`config.mk`:
```
export PLATFORM = sky130hd
export DESIGN_NAME = word_tx
export DESIGN_NICKNAME = d
export VERILOG_FILES = /design/src/rtl/word_tx_pkg.sv /design/src/rtl/word_tx_uart_tx_byte.sv /design/src/rtl/word_tx.sv
export SDC_FILE = /design/constraint.sdc
export NUM_CORES = 1
export LEC_CHECK = 0
export CAP_MARGIN = 25
export CORE_ASPECT_RATIO = 0.8
export CORE_MARGIN = 2
export CORE_UTILIZATION = 49
export CTS_BUF_LIST = sky130_fd_sc_hd__clkbuf_4 sky130_fd_sc_hd__clkbuf_8 sky130_fd_sc_hd__clkbuf_16
export DETAILED_ROUTE_END_ITERATION = 7
export GPL_TIMING_DRIVEN = 1
export PLACE_DENSITY = 0.78
export SYNTH_ARGS = -nofsm -noshare
export SYNTH_HDL_FRONTEND = slang
export SYNTH_SLANG_ARGS = --single-unit
```
`constraint.sdc`:
```
create_clock -name clk -period 1.6 [get_ports clk]
set_input_delay 0.4 -clock clk [delete_from_list [all_inputs] [get_ports clk]]
set_output_delay 0.4 -clock clk [all_outputs]
set_load 0.01 [all_outputs]
```
`src/rtl/word_tx_pkg.sv`:
```
// Definitions shared by the word transmitter and its byte serializer.
// The frame constants are also used by the instruction receiver.
package word_tx_pkg;

  localparam int DATA_BITS = 8;

  typedef enum logic [1:0] {
    S_IDLE  = 2'd0,
    S_START = 2'd1,
    S_DATA  = 2'd2,
    S_STOP  = 2'd3
  } tx_state_t;

  // idx 0 selects the high byte, which goes out first.
  function automatic logic [DATA_BITS-1:0] word_byte(input logic [15:0] word, input logic idx);
    return idx ? word[7:0] : word[15:8];
  endfunction

endpackage

```
`src/rtl/word_tx_uart_tx_byte.sv`:
```
// 8N1 byte serializer. It can chain straight into a new start bit when i_more
// is high at the end of the stop bit.
//  state   | meaning
//  S_IDLE  | line high, waiting for i_dv
//  S_START | start bit (0)
//  S_DATA  | 8 data bits, LSB first
//  S_STOP  | stop bit (1), then chain or return to idle
module uart_tx_byte
  import word_tx_pkg::*;
#(
  parameter int CLKS_PER_BIT = 217
) (
  input  logic                 clk,
  input  logic                 rst,
  input  logic                 i_dv,
  input  logic [DATA_BITS-1:0] i_byte,
  input  logic                 i_more,
  output logic                 o_serial,
  output logic                 o_active,
  output logic                 o_ready,
  output logic                 o_done,
  output logic                 o_chain
);

  localparam int CNT_W = (CLKS_PER_BIT > 1) ? $clog2(CLKS_PER_BIT) : 1;
  localparam logic [CNT_W-1:0] CNT_LAST = CNT_W'(CLKS_PER_BIT - 1);
  localparam int BIT_W = $clog2(DATA_BITS);
  localparam logic [BIT_W-1:0] BIT_LAST = BIT_W'(DATA_BITS - 1);

  tx_state_t            state;
  logic [CNT_W-1:0]     clk_cnt;
  logic [BIT_W-1:0]     bit_cnt;
  logic [DATA_BITS-1:0] shreg;
  logic                 bit_end;

  assign bit_end = (clk_cnt == CNT_LAST);
  assign o_ready = (state == S_IDLE);
  assign o_chain = (state == S_STOP) && bit_end && i_more;

  always_ff @(posedge clk) begin
    if (rst) begin
      state    <= S_IDLE;
      clk_cnt  <= '0;
      bit_cnt  <= '0;
      shreg    <= '0;
      o_serial <= 1'b1;
      o_active <= 1'b0;
      o_done   <= 1'b0;
    end else begin
      o_done <= 1'b0;
      if (state != S_IDLE) clk_cnt <= bit_end ? '0 : clk_cnt + 1'b1;
      case (state)
        S_IDLE: begin
          clk_cnt <= '0;
          if (i_dv) begin
            shreg    <= i_byte;
            o_serial <= 1'b0;
            o_active <= 1'b1;
            state    <= S_START;
          end
        end
        S_START: begin
          if (bit_end) begin
            bit_cnt  <= '0;
            o_serial <= shreg[0];
            state    <= S_DATA;
          end
        end
        S_DATA: begin
          if (bit_end) begin
            if (bit_cnt == BIT_LAST) begin
              o_serial <= 1'b1;
              state    <= S_STOP;
            end else begin
              bit_cnt  <= bit_cnt + 1'b1;
              shreg    <= shreg >> 1;
              o_serial <= shreg[1];
            end
          end
        end
        S_STOP: begin
          if (bit_end) begin
            if (i_more) begin
              // next start bit follows the stop bit with no idle cycle
              shreg    <= i_byte;
              o_serial <= 1'b0;
              state    <= S_START;
            end else begin
              o_serial <= 1'b1;
              o_active <= 1'b0;
              o_done   <= 1'b1;
              state    <= S_IDLE;
            end
          end
        end
        default: state <= S_IDLE;
      endcase
    end
  end

endmodule

```
`src/rtl/word_tx.sv`:
```
// UART transmitter for 16-bit words: two back-to-back 8N1 frames, high byte first.
// It holds the accepted word so the bus can change while the word is being sent.
module word_tx
  import word_tx_pkg::*;
#(
  parameter int CLKS_PER_BIT = 217
) (
  input  logic        clk,
  input  logic        rst,
  input  logic        i_tx_dv,
  input  logic [15:0] i_tx_word,
  output logic        o_tx_serial,
  output logic        o_tx_active,
  output logic        o_tx_ready,
  output logic        o_tx_done
);

  logic [15:0]          hold_word;
  logic                 byte_idx;
  logic                 accept;
  logic                 byte_chain;
  logic [DATA_BITS-1:0] next_byte;

  assign accept = i_tx_dv && o_tx_ready;

  // From idle the first byte is taken straight off the bus; the second comes from the held copy.
  assign next_byte = o_tx_ready ? word_byte(i_tx_word, 1'b0) : word_byte(hold_word, ~byte_idx);

  always_ff @(posedge clk) begin
    if (rst) begin
      hold_word <= '0;
      byte_idx  <= 1'b0;
    end else if (accept) begin
      hold_word <= i_tx_word;
      byte_idx  <= 1'b0;
    end else if (byte_chain) begin
      byte_idx  <= 1'b1;
    end
  end

  uart_tx_byte #(
    .CLKS_PER_BIT(CLKS_PER_BIT)
  ) u_tx_byte (
    .clk      (clk),
    .rst      (rst),
    .i_dv     (i_tx_dv),
    .i_byte   (next_byte),
    .i_more   (~byte_idx),
    .o_serial (o_tx_serial),
    .o_active (o_tx_active),
    .o_ready  (o_tx_ready),
    .o_done   (o_tx_done),
    .o_chain  (byte_chain)
  );

endmodule

```
==> results of run 1 <==
[flip-flops by register name (all words and copies together), names as in the netlist]
register,count
hold_word,8
u_tx_byte.clk_cnt,8
u_tx_byte.state,2
u_tx_byte.o_done,1
byte_idx,1
u_tx_byte.o_active,1
u_tx_byte.bit_cnt,3
u_tx_byte.shreg,8
u_tx_byte.o_serial,1
[how the worst min path moves through the flow]
stage | from | to | depth (start not counted)
after floorplan | u_tx_byte.clk_cnt[0] | u_tx_byte.clk_cnt[0] | 1
after global placement | hold_word[0] | hold_word[0] | 2
after detailed placement | hold_word[7] | hold_word[7] | 2
after CTS | hold_word[0] | hold_word[0] | 2
after global routing | hold_word[5] | hold_word[5] | 2
final | hold_word[0] | hold_word[0] | 2
[worst register-to-register path, stage by stage (launching register included)]
cell and delay [ps]:
dfxtp_2 350, buf_4 140, ha_2 180, or3_4 340
o21ai_4 90, buf_12 130, a211oi_1 60, a41o_1 210
[placed cells by master, fill, tap and decap left out, types with 3 or more instances in the layout]
cell type        instances
a21oi_1                 19
buf_4                   26
clkbuf_8                 7
clkdlybuf4s50_1         20
dfxtp_1                 30
ha_2                     4
inv_1                    4
mux2i_1                  8
nand2_1                 24
nor2_1                  20
nor3_1                   3
o211ai_1                 9
o41ai_1                  7
xnor2_1                  4
[cell families after synthesis]
group / Yosys count / synth area share, %
and+or+nand+nor: 71 / 21.4
AOI/OAI and AO/OA: 48 / 19.4
adders and majority gates: 8 / 5.82
DFF: 33 / 38.4
buffers and inverters: 19 / 7.28
muxes: 8 / 4.66
xor gates and xnor gates: 6 / 3.06
[routing by layer]
metal | share of wire [%] | vias up | wire, um
met3 | 4.4 | 7 | 182
met2 | 44 | 41 | 1820
li1 | - | 784 | -
met1 | 50 | 710 | 2060
met5 | 0 | - | 0
met4 | 1.4 | 0 | 58
[layout make-up]
class	count	area share, %
clock buffers	7	4.17
clock inverters	1	0.217
inverters	7	1.35
well taps	42	2.27
repair buffers	51	19.9
multi-input cells	141	43.3
flip-flops and latches	33	28.9
[report_power, final]
part	internal (mW)	switching, mW
clock network	0.388	0.294
logic	1.03	1.02
registers	1.02	0.130
[what timing repair did]
item                       in CTS  in global routing
resized for setup              13                  9
cloned                          0                  0
pin swaps                       6                  4
setup endpoints to repair      15                 16
setup buffers                   4                  0
[per-stage QoR]
| stage | TNS, ps | instance area, um^2 | setup slack (ps) | cells | total power [mW] |
|---|---|---|---|---|---|
| final | -41.7 | 2310 | -21.1 | 282 | 3.88 |
| after global routing | -303 | 2310 | -73.6 | 282 | 4.12 |
| after CTS | -1.27 | 2290 | -0.659 | 282 | 3.82 |
| after detailed placement | -2310 | 2120 | -270 | 270 | 3.01 |
| after global placement | -1760 | 2120 | -246 | 270 | 2.96 |
| after floorplan | -17.9 | 1750 | -17.3 | 193 | 2.37 |
==> impl_metrics.env, run 1 <==
export IMPL_drive_above_1_share_pct=27.1
export IMPL_syn_area_per_cell_um2=8.91
export IMPL_ys_async_sr_fraction_pct=0
export IMPL_core_um2=3400
export IMPL_setup_worst_path_start="u_tx_byte.state[0]"
export IMPL_use_met3_pct=4.95
export IMPL_tightest_slew_ps=389
export IMPL_worstReg2RegStart="u_tx_byte.state[0]"
export IMPL_rows=19
export IMPL_crit_buf_inv=2
export IMPL_seq_area_frac_synth_pct=38.4
export IMPL_max_freq_mhz=617
export IMPL_layout_setup_ws_ps=-21.1
export IMPL_violations="negative setup slack"
export IMPL_ff2ff_setup_slack_ps=-20
export IMPL_netlist_instances=193
export IMPL_initial_core_util_pct=50.6
export IMPL_vias=1542
export IMPL_clk_latency_ps=290
export IMPL_grt_pass1_vias=1497
export IMPL_leakage_nw=0.918
export IMPL_drv_cap=0
export IMPL_synth_ff_type="dfxtp_1"
export IMPL_clk_path_buf_depth=2
export IMPL_die_width_um=70.2
export IMPL_criticalPathCategory="register to register"
export IMPL_min_period_ps=1620
export IMPL_worstSetupEndpointType="register"
export IMPL_critPathTopFamily="compound AO/OA/AOI/OAI gates"
export IMPL_avgViaCountPerCell=5.47
export IMPL_synthToLayoutAreaGrowth_pct=34.4
export IMPL_outcome="finished with violations"
export IMPL_synth_area_leader_cell="dfxtp_1"
export IMPL_antennaDiodeCount=0
export IMPL_gr_usage_met2_pct=33.4
export IMPL_ys_types=43
export IMPL_synth_most_common_cell="dfxtp_1"
export IMPL_firstDrtPassIters=4
export IMPL_gr_total_overflow=0
export IMPL_fin_worst_skew_ps=7.63
export IMPL_rsz0062_at_grt="true"
export IMPL_drc=0
export IMPL_worstPathMaxFanout=5
export IMPL_cts_tree="built"
export IMPL_routabilityCongestion=0.872
export IMPL_first_iter_violations=121
export IMPL_grt_max_degree=16
export IMPL_nets=266
export IMPL_wl_per_cell_um=14.6
export IMPL_totalWireLength_um=4120
export IMPL_pin_count=23
export IMPL_critPathMaxStageDelay_ps=350
export IMPL_finalHoldViolations=0
export IMPL_syn_area_um2=1720
export IMPL_slew_headroom_pct=74.0
export IMPL_endpoint="u_tx_byte.state[1]"
export IMPL_synth_top_cells_by_count="dfxtp_1, nand2_1, nor2_1"
export IMPL_path_cells="buf_4 -> ha_2 -> or3_4 -> o21ai_4 -> buf_12 -> a211oi_1 -> a41o_1"
export IMPL_period_share_pct=101
export IMPL_power_density_nw_per_um2=1680
export IMPL_ant_nets=0
export IMPL_synth_edff_count=0
export IMPL_ir_drop_mv=0.825
export IMPL_hold_path_class="register to register"
export IMPL_fp_dieH_um=57.0
export IMPL_synth_area_leaders="dfxtp_1, ha_1, nand2_1"
export IMPL_finalMaxSlewViolations=0
export IMPL_startpoint_type="register"
export IMPL_cp_depth=7
export IMPL_critical_path_required_ps=1780
export IMPL_antenna_found_initial=0
export IMPL_ctsHoldBuffers=0
export IMPL_dp_hpwl_um=2850
export IMPL_use_met1_pct=31.9
export IMPL_track_usage_pct=22.5
export IMPL_die_area_um2=4000
export IMPL_regArea_um2=667
export IMPL_crit_slowest_cell="dfxtp_2"
export IMPL_globalRoute_busiestLayer="met2"
export IMPL_synthesis_nets=220
export IMPL_r2r_end="u_tx_byte.state[1]"
export IMPL_cts_sinks=33
export IMPL_fill_cells=267
export IMPL_synth_warning_count=0
export IMPL_reg2reg_depth=7
export IMPL_critPathArrivalTime_ps=1800
export IMPL_port_buffers=22
export IMPL_final_core_util_pct=68.0
export IMPL_cts_buffers=5
export IMPL_setup_viol=3
export IMPL_grt_pass1_wl_um=7030
export IMPL_cts_root_buf="clkbuf_8"
export IMPL_fin_hold_ws_ps=452
export IMPL_htreeDepth=2
export IMPL_yosys_area_top_type_share_pct=38.4
export IMPL_multiInputGateArea_um2=1000
export IMPL_cts_clk_slew_worst_paths_ps=70
export IMPL_synth_seq_cells=33
Note: power is estimated with default switching activity, not from simulation.
==> inputs of run 2 (changes only) <==
Settings changed: CORE_ASPECT_RATIO 0.8 to unset, REMOVE_ABC_BUFFERS set to 1.
Clock period 1.6 ns to 1.3 ns, I/O delays scaled along.
==> run 2 against run 1 <==
Effect of this change:
- the run still ends with negative setup slack left
- global-route usage rose by 0.64 points
- core utilization increased by 9.8 points
- fmax decreased by 0.72%
- clock power fell by 8.9%
- via count grew 11%
- sequential share of layout area down 3.2 points
- sequential power is 25% higher
- critical path type unchanged
==> impl_metrics.env, run 2 (same netlist as run 1, synthesis figures left out) <==
export IMPL_outcome="finished with violations"
export IMPL_violations="negative setup slack"
export IMPL_wl_per_cell_um=16.0
export IMPL_max_freq_mhz=612
export IMPL_die_area_um2=4000
export IMPL_cts_clk_slew_worst_paths_ps=100
export IMPL_worstSetupEndpointType="register"
export IMPL_ant_nets=0
export IMPL_die_width_um=63.2
export IMPL_avgViaCountPerCell=5.62
export IMPL_cts_tree="built"
export IMPL_vias=1708
export IMPL_routabilityCongestion=0.855
export IMPL_clk_latency_ps=340
export IMPL_hold_path_class="register to register"
export IMPL_min_period_ps=1630
export IMPL_finalMaxSlewViolations=0
export IMPL_power_density_nw_per_um2=1950
export IMPL_largest_registers="hold_word (8), u_tx_byte.clk_cnt (8), u_tx_byte.shreg (8)"
export IMPL_min_path_cells=2
export IMPL_antenna_found_initial=0
export IMPL_dp_hpwl_um=2930
export IMPL_critical_path_required_ps=1590
export IMPL_finalHoldViolations=0
export IMPL_reg2reg_depth=7
export IMPL_fin_worst_skew_ps=6.35
export IMPL_pin_count=23
export IMPL_worstReg2RegStart="u_tx_byte.state[1]"
export IMPL_core_um2=3360
export IMPL_first_iter_violations=178
export IMPL_nets=285
export IMPL_grt_pass1_wl_um=7160
export IMPL_layout_setup_ws_ps=-333
export IMPL_layout_commonest_cell="buf_4"
export IMPL_cts_root_buf="clkbuf_4"
export IMPL_firstDrtPassIters=4
export IMPL_period_share_pct=126
export IMPL_track_usage_pct=23.1
export IMPL_regArea_um2=672
export IMPL_critPathMaxStageDelay_ps=530
export IMPL_drive_above_1_share_pct=44.2
export IMPL_startpoint_type="register"
export IMPL_setup_viol=33
export IMPL_r2r_end="u_tx_byte.shreg[7]"
export IMPL_grt_max_degree=17
export IMPL_holdPathEnd="hold_word[3]"
export IMPL_tightest_slew_ps=367
export IMPL_initial_core_util_pct=51.1
export IMPL_path_cells="inv_4 -> ha_4 -> buf_12 -> nand2b_4 -> nand4_4 -> or4_4 -> a21oi_2"
export IMPL_htreeDepth=2
export IMPL_cts_sinks=33
export IMPL_cts_buffers=5
export IMPL_instances_no_fill=304
export IMPL_clk_path_buf_depth=2
export IMPL_worstPathMaxFanout=6
export IMPL_antennaDiodeCount=0
export IMPL_totalWireLength_um=4860
export IMPL_ff2ff_setup_slack_ps=-330
export IMPL_drc=0
export IMPL_criticalPathCategory="register to register"
export IMPL_rows=21
export IMPL_worst_hold_startpoint="hold_word[3]"
export IMPL_leakage_nw=1.05
export IMPL_ctsHoldBuffers=0
export IMPL_rsz0062_at_grt="true"
export IMPL_fp_dieH_um=63.2
export IMPL_drv_cap=0
export IMPL_critPathArrivalTime_ps=1920
export IMPL_fill_cells=217
export IMPL_multiInputGateArea_um2=1160
export IMPL_synthToLayoutAreaGrowth_pct=52.1
export IMPL_fin_hold_ws_ps=468
export IMPL_slew_headroom_pct=75.2
export IMPL_ir_drop_mv=0.890
export IMPL_layout_common_cells="buf_4, dfxtp_1, clkdlybuf4s50_1"
export IMPL_gr_total_overflow=0
export IMPL_grt_pass1_vias=1559
export IMPL_crit_slowest_cell="or4_4"
export IMPL_port_buffers=22
export IMPL_dp_cells=290
run 2: worst max path at each step:
stage	from	end	slack, ps
after global placement	i_tx_dv	u_tx_byte.shreg[7]	-450
after global routing	u_tx_byte.state[1]	u_tx_byte.shreg[7]	-410
final	u_tx_byte.state[1]	u_tx_byte.shreg[7]	-330
after CTS	u_tx_byte.state[1]	u_tx_byte.o_serial	-270
after detailed placement	i_tx_dv	u_tx_byte.shreg[7]	-440
after floorplan	u_tx_byte.state[0]	u_tx_byte.shreg[7]	-890
run 2: per-stage QoR:
stage               power [mW]  TNS, ps  instance area [um^2]  setup slack (ps)  util, %
detailed placement        3.66   -10960                  2230              -441     66.3
global route              5.37    -7240                  2620              -407     77.8
finish                    5.10    -5140                  2620              -333     77.8
global placement          3.61    -9960                  2230              -447     66.3
CTS                       4.62    -4720                  2440              -270     72.5
floorplan                 2.63   -13580                  1620              -894        -
run 2: cell type report:
type	instances	share of cell area [%]
multi-input combinational	142	44.3
sequential	33	25.7
timing repair buffer	69	24.4
clock buffer	7	2.25
tap	46	2.20
inverter	7	1.20
run 2: what timing repair did:
item                                    4_1_cts  5_1_grt
endpoints found under the setup margin       36       36
gates resized for setup                      41       46
buffers inserted                              5        2
gates cloned                                  1        0
pin swaps                                    14       23
run 2: power by group:
part / leakage (nW) / switching (mW) / internal [mW] / total (mW)
registers: 0.272 / 0.179 / 1.27 / 1.44
clock network: 0.0348 / 0.345 / 0.276 / 0.621
logic: 0.740 / 1.45 / 1.59 / 3.04
total: 1.05 / 1.97 / 3.13 / 5.10
run 2: routing by layer:
metal  part of all wire [%]  track usage [%]  wire length [um]
met1                     44             29.9              2150
met2                     48             36.0              2350
met3                    5.1             6.43               249
met4                    2.3             10.1               112
met5                      0                0                 0
run 2: critical path: cells and delay by family, from the launching register on:
kind | cells | cell delay (ps)
adder cells (fa/ha/maj) | 1 | 170
AO/OA/AOI/OAI | 1 | 120
flip-flops | 1 | 390
AND/OR/NAND/NOR | 3 | 710
buffers and inverters | 2 | 200
